$ cat src/rtl/shared_mul_gf2n.sv
// shared_mul_gf2n
//   Masked (DOM-indep) multiplier over GF(2^N) with any number of Boolean
//   shares and a valid-tagged pipeline. Cross-domain products are blinded
//   with fresh randomness and registered before compression. Inner-domain
//   products are either registered as well (PIPELINED=1, latency 2) or
//   combinational from the live inputs (PIPELINED=0, latency 1). When
//   PIPELINED=0 the caller holds X/Y for one cycle after ValidxSI.
//
// Ports
//   ClkxCI    clock, rising edge
//   RstxRI    synchronous active-high reset
//   ValidxSI  input shares and randomness valid this cycle
//   _XxDI     share i of X at [i*N +: N]
//   _YxDI     share i of Y at [i*N +: N]
//   _ZxDI     fresh randomness, pair k at [k*N +: N]
//   ValidxSO  _QxDO holds a valid result
//   _QxDO     share i of Q = X*Y at [i*N +: N]
module shared_mul_gf2n #(
  parameter int unsigned N         = 2,
  parameter int unsigned SHARES    = 3,
  parameter logic [N:0]  POLY      = 3'b111,
  parameter int unsigned PIPELINED = 1
) (
  input  logic                              ClkxCI,
  input  logic                              RstxRI,
  input  logic                              ValidxSI,
  input  logic [N*SHARES-1:0]               _XxDI,
  input  logic [N*SHARES-1:0]               _YxDI,
  input  logic [N*SHARES*(SHARES-1)/2-1:0]  _ZxDI,
  output logic                              ValidxSO,
  output logic [N*SHARES-1:0]               _QxDO
);

  localparam int unsigned NPAIR  = SHARES * (SHARES - 1) / 2;
  localparam int unsigned NCROSS = SHARES - 1;

  if (SHARES < 2 || N < 2 || POLY[N] != 1'b1) begin : g_bad_params
    $error("shared_mul_gf2n: invalid N, SHARES or POLY");
  end

  // Shift-and-add multiply with reduction folded into every shift step.
  function automatic logic [N-1:0] gf_mul(input logic [N-1:0] a, input logic [N-1:0] b);
    logic [N:0] acc;
    acc = '0;
    for (int unsigned i = 0; i < N; i++) begin
      acc = {acc[N-1:0], 1'b0};
      if (acc[N]) acc = acc ^ POLY;
      if (b[N-1-i]) acc = acc ^ {1'b0, a};
    end
    return acc[N-1:0];
  endfunction

  // Cross terms of share i are stored densely: slot jj covers partner j,
  // skipping j==i, so no register is wasted on the diagonal.
  function automatic int unsigned partner(input int unsigned i, input int unsigned jj);
    return (jj < i) ? jj : jj + 1;
  endfunction

  // Pair (lo,hi) with lo<hi enumerated lo-outer ascending.
  function automatic int unsigned pair_idx(input int unsigned a, input int unsigned b);
    int unsigned lo;
    int unsigned hi;
    lo = (a < b) ? a : b;
    hi = (a < b) ? b : a;
    return lo * SHARES - (lo * (lo + 1)) / 2 + (hi - lo - 1);
  endfunction

  logic [SHARES-1:0][N-1:0]             x_sh;
  logic [SHARES-1:0][N-1:0]             y_sh;
  logic [NPAIR-1:0][N-1:0]              z_pr;
  logic [SHARES-1:0][N-1:0]             inner;
  logic [SHARES-1:0][N-1:0]             q_sum;
  logic [SHARES-1:0][NCROSS-1:0][N-1:0] c_d, c_q;
  logic                                 v1_d, v1_q;

  always_comb begin
    x_sh = _XxDI;
    y_sh = _YxDI;
    z_pr = _ZxDI;
  end

  // Each cross term mixes exactly one X domain and one Y domain with its
  // own mask and is registered before any compression.
  always_comb begin
    v1_d = ValidxSI;
    c_d  = c_q;
    if (ValidxSI) begin
      for (int unsigned i = 0; i < SHARES; i++) begin
        for (int unsigned jj = 0; jj < NCROSS; jj++) begin
          c_d[i][jj] = gf_mul(x_sh[i], y_sh[partner(i, jj)]) ^ z_pr[pair_idx(i, partner(i, jj))];
        end
      end
    end
  end

  always_ff @(posedge ClkxCI) begin
    if (RstxRI) begin
      v1_q <= 1'b0;
      c_q  <= '0;
    end else begin
      v1_q <= v1_d;
      c_q  <= c_d;
    end
  end

  always_comb begin
    q_sum = '0;
    for (int unsigned i = 0; i < SHARES; i++) begin
      q_sum[i] = inner[i];
      for (int unsigned jj = 0; jj < NCROSS; jj++) begin
        q_sum[i] = q_sum[i] ^ c_q[i][jj];
      end
    end
  end

  if (PIPELINED != 0) begin : g_pipe
    logic [SHARES-1:0][N-1:0] i_d, i_q;
    logic [SHARES-1:0][N-1:0] q_d, q_q;
    logic                     vo_d, vo_q;

    always_comb begin
      i_d = i_q;
      if (ValidxSI) begin
        for (int unsigned i = 0; i < SHARES; i++) begin
          i_d[i] = gf_mul(x_sh[i], y_sh[i]);
        end
      end
    end

    always_comb begin
      inner = i_q;
      q_d   = v1_q ? q_sum : q_q;
      vo_d  = v1_q;
    end

    always_ff @(posedge ClkxCI) begin
      if (RstxRI) begin
        i_q  <= '0;
        q_q  <= '0;
        vo_q <= 1'b0;
      end else begin
        i_q  <= i_d;
        q_q  <= q_d;
        vo_q <= vo_d;
      end
    end

    always_comb begin
      ValidxSO = vo_q;
      _QxDO    = q_q;
    end
  end else begin : g_comb
    always_comb begin
      inner = '0;
      for (int unsigned i = 0; i < SHARES; i++) begin
        inner[i] = gf_mul(x_sh[i], y_sh[i]);
      end
    end

    always_comb begin
      ValidxSO = v1_q;
      _QxDO    = q_sum;
    end
  end

endmodule
$ cat config.mk
export PLATFORM = sky130hd
export DESIGN_NAME = shared_mul_gf2n
export DESIGN_NICKNAME = d
export VERILOG_FILES = /design/src/rtl/shared_mul_gf2n.sv
export SDC_FILE = /design/constraint.sdc
export NUM_CORES = 1
export LEC_CHECK = 0
export ABC_AREA = 1
export CORE_ASPECT_RATIO = 1.1
export CORE_MARGIN = 4
export CORE_UTILIZATION = 40
export DETAILED_ROUTE_END_ITERATION = 12
export PLACE_DENSITY = 0.7
export SLEW_MARGIN = 40
export SYNTH_ARGS = -nofsm -noshare
export SYNTH_HDL_FRONTEND = slang
export SYNTH_SLANG_ARGS = --single-unit
$ cat constraint.sdc
create_clock -name ClkxCI -period 1.1 [get_ports ClkxCI]
set_input_delay 0.22 -clock ClkxCI [delete_from_list [all_inputs] [get_ports ClkxCI]]
set_output_delay 0.22 -clock ClkxCI [all_outputs]
set_load 0.02 [all_outputs]
Word level (Yosys, flattened, before mapping)
Cells that the tools add are included.

Bits in registers: 26. Word-level logic and storage cells: 95. Output and inout bits: 7. Bits of input ports: 21.

Bitwise logic cells: 30. Mux-type cells: 51.

Operator list (count): $mux 2 (51); $xor 2x2->2 (21); $not 2->2 (9).

Depth between registers and ports, before layout
Gate-level depths: netlist (run 1).

Depth after elaboration: 9. Mapped depth: 10. Mapped depth without buffers: 9.

Worst setup path before layout (run 1)
OpenSTA, ideal clock, no wires.

Path type: register to register. Start: reg c_q[0] in the netlist's numbering. End: reg g_pipe.q_q, in the netlist _QxDO[0]. Path slack: 0.191 ns. Path buffers: 0. Arrival: 0.853 ns. Data required time: 1.044 ns. Cell stages (with the launch flop): 6. Path through: dfxtp_1 > xor2_1 > or2_2 > nand3_1 > nand2_1 > inv_1.

Word-level cells in the longest chain between the ends: 2.

RTL lines: from (decl) (line 73) `logic [SHARES-1:0][NCROSS-1:0][N-1:0] c_d, c_q;`; from (signal assigned) (line 99) `c_q <= '0;`; from (signal assigned) (line 102) `c_q <= c_d;`; $xor 2x2->2 (2 in a row) (line 111) `q_sum[i] = q_sum[i] ^ c_q[i][jj];`; to (signal assigned) (line 143) `q_q <= q_d;`; to (decl) (line 118) `logic [SHARES-1:0][N-1:0] q_d, q_q;`.

Every way passes these cells. A chain may end at the register's enable or synchronous reset.

Worst setup path after layout (run 1)
Start: reg g_pipe.vo_q (netlist: ValidxSO). End: out ValidxSO.

RTL lines: from (decl) (line 119) `logic vo_d, vo_q;`; from (signal assigned) (line 144) `vo_q <= vo_d;`; to (decl) (line 30) `output logic ValidxSO,`.

No word-level cell between the ends.

==> results of run 1 <==
==> synthesized netlist by cell type <==
cell      count
nand4_1       6
or2_2         3
a21oi_1      11
clkinv_1      1
nand2_2       3
xor2_1        6
inv_1        31
o21ai_1       2
dfxtp_1      26
clkbuf_1      1
buf_1         1
inv_2         8
nand2_1      83
buf_4         4
nor2_1       41
nand3_2       1
xnor2_1       3
nand3_1      33
buf_2         2
buf_6         4
o21ai_0      21
==> placed cells by master (no fill, tap or decap), drive strengths merged <==
master / Yosys / layout
nand2: 86 / 86
nor2: 41 / 41
inv: 39 / 39
nand3: 34 / 34
buf: 11 / 34
dfxtp: 26 / 26
o21ai: 23 / 23
a21oi: 11 / 11
dlymetal6s2s: 0 / 9
dlygate4sd2: 0 / 7
nand4: 6 / 6
xor2: 6 / 6
clkbuf: 1 / 4
clkdlybuf4s50: 0 / 4
or2: 3 / 3
xnor2: 3 / 3
clkinv: 1 / 1
clkdlybuf4s15: 0 / 1
==> tightest hold or removal path, stage by stage <==
cell and delay [ns]:
dlymetal6s2s_1 0.16, clkinv_1 0.07, buf_4 0.14, nor2_1 0.04
==> flip-flops by register name, indices dropped and copies added (netlist names) <==
register,count
ValidxSO,1
_QxDO,6
c_q,12
g_pipe.i_q,6
g_pipe.vo_d,1
==> through the flow <==
stage | setup WS [ns] | setup TNS, ns | total power, uW | instances | hold WS, ns
floorplan | 0.191 | 0 | 1480 | 291 | 0.380
global placement | -0.381 | -6.22 | 1730 | 383 | 0.462
detailed placement | -0.403 | -6.75 | 1750 | 383 | 0.469
CTS | 0.00233 | 0 | 2340 | 390 | 0.482
global route | 0.0118 | 0 | 2470 | 390 | 0.432
finish | 0.0538 | 0 | 2310 | 390 | 0.400
==> repair_timing <==
action | in CTS | in global routing
pin swaps | 1 | 6
setup buffers | 1 | 0
resized for setup | 34 | 23
endpoints found under the setup margin | 23 | 23
gates cloned | 2 | 0
==> worst max path at each step <==
stage                to  cells after the start
6_report       ValidxSO                      1
2_1_floorplan  _QxDO[0]                      5
3_3_place_gp     c_q[5]                     10
5_1_grt        ValidxSO                      1
4_1_cts        _QxDO[4]                      1
3_5_place_dp     c_q[5]                     10
==> final cells by class <==
cell class | count | area [sq um] | area share (%)
flip-flops and latches | 26 | 520 | 22.7
clock buffers | 4 | 55.1 | 2.40
repair buffers | 55 | 513 | 22.4
multi-input cells | 213 | 986 | 43.1
well taps | 52 | 65.1 | 2.84
inverters | 40 | 150 | 6.56
==> power by group through the flow <==
stage | logic (uW) | clock network (uW) | registers (uW)
final | 674 | 592 | 1050
after global routing | 758 | 652 | 1060
after CTS | 678 | 614 | 1050
after detailed placement | 674 | 0 | 1070
after global placement | 664 | 0 | 1070
after floorplan | 395 | 0 | 1090
==> per-layer routing <==
| metal | GRT usage (%) | wire [um] |
|---|---|---|
| met5 | 0 | 0 |
| met1 | 20.3 | 1930 |
| met2 | 24.8 | 1830 |
| met4 | 6.20 | 85 |
| met3 | 0.654 | 213 |
==> cell families after synthesis <==
kind of cell	Yosys count	synth area share, %
and+or+nand+nor	170	41.4
DFF	26	30.1
AOI/OAI and AO/OA	34	9.85
buffers and inverters	52	14.0
xor gates and xnor gates	9	4.56
==> flow_summary.yaml, run 1 <==
run_status:
  status: "finished, final reports clean"
place:
  dpl_cell_area_sq_um: 2200
  io_buffers: 27
  dp_hpwl_mm: 3.05
  place_congestion: 0.898
pwr:
  p_sw_share_pct: 29.4
  seq_power_share_pct: 45.3
  power_density_nw_per_um2: 1010
  switching_power_uw: 680
  p_int_uw: 1640
  vdd_drop_max_uv: 515
  power_frac_clock_pct: 25.6
  p_leak_uw: 0.00128
  p_comb_share_pct: 29.1
finish:
  fin_nets: 360
  final.fill_count: 417
  n_antenna_cell: 0
  postLayoutCellArea_sq_um: 2290
  drive_gt1_share_pct: 18.3
  syn_to_final_growth_pct: 32.5
  fin_util_pct: 56.5
global_routing:
  grt_max_degree: 28
  overflow: 0
  grt_pass1_vias: 1570
  antenna_found_initial: 0
  grt_pass1_wl_mm: 6.82
  gr-usage-all-layers_pct: 15.0
drt:
  drc: 0
  num_vias: 1786
  wl_per_cell_um: 10.4
  drt_wl_total_mm: 4.06
  ant_nets: 0
  firstDrtPassIters: 4
  via_per_inst: 4.58
  drt_iter0_markers: 102
sta:
  fin_crit_ns: 1.05
  rsz0062_at_grt: "false"
  skew_ns: 0.00628
  finalHoldViolCount: 0
  setup-violations-final: 0
  max_freq_mhz: 956
  period_share_pct: 95.1
  worstMarginPinSlew_ns: 0.214
  slew_violations: 0
  maxSlewHeadroom_pct: 85.6
clock_tree:
  cts_hold_buf: 0
  cts_buffers: 3
  cts_tree: "yes"
  clock_latency_ns: 0.26
  htreeDepth: 1
  ctsLongestPathBuffers: 2
  clock_sinks: 26
  clk_pin_slew_ns: 0.09
  cts_root_buffer: "clkbuf_8"
logic_synthesis:
  synthesis.area_sq_um: 1730
  syn_avg_cell_area_sq_um: 5.94
  synth_cell_types: 21
  yosys.area.top_type: "dfxtp_1"
  ys_seq_area_share_pct: 30.1
  synthCells: 291
  netlist_top_cells_area: "dfxtp_1 (30%), nand2_1 (18%), nand3_1 (9.6%)"
  ys_warn_count: 0
  postSynthNetCount: 312
  ys_ff_latch: 26
  synth_top_area_share_pct: 30.1
worst_setup_path:
  rr_startpoint: "c_q[1]"
  crit_required_ns: 0.88
  path_cells: "clkdlybuf4s15_2"
  reg2reg_to: "_QxDO[1]"
  worst_setup_path_end_kind: "output port"
  crit_type: "reg -> out"
  ff2ff_path_depth: 5
  startpoint: "ValidxSO"
  critPathBufInv: 1
  cp_slowest_stage_delay_ns: 0.32
  r2r_setup_slack_ns: 0.13
  slowest_stage: "dfxtp_1"
  path_max_fanout: 1
  crit_family: "flip-flops"
  cp-start-kind: "register"
  arrival_ns: 0.83
floorplan:
  die_w_um: 70.7
  io_pins: 28
  dieHeight_um: 76.9
  core_sq_um: 4050
  num_rows: 24
  dieArea_sq_um: 5440
  initial_core_util_pct: 42.6
flow_run:
  max_cap_violations: 0
hold_path:
  min-delay-start: "ValidxSI"
  holdPathEnd: "g_pipe.vo_d"
  min_delay_path_depth: 4
  hold_class: "in -> reg"
Power figures use the tool's default switching activity.
==> run 2: changes to the inputs <==
Settings changed: CAP_MARGIN set to 20.
==> results of run 2 <==
No change in the layout: final DEF, timing and power equal those of run 1.
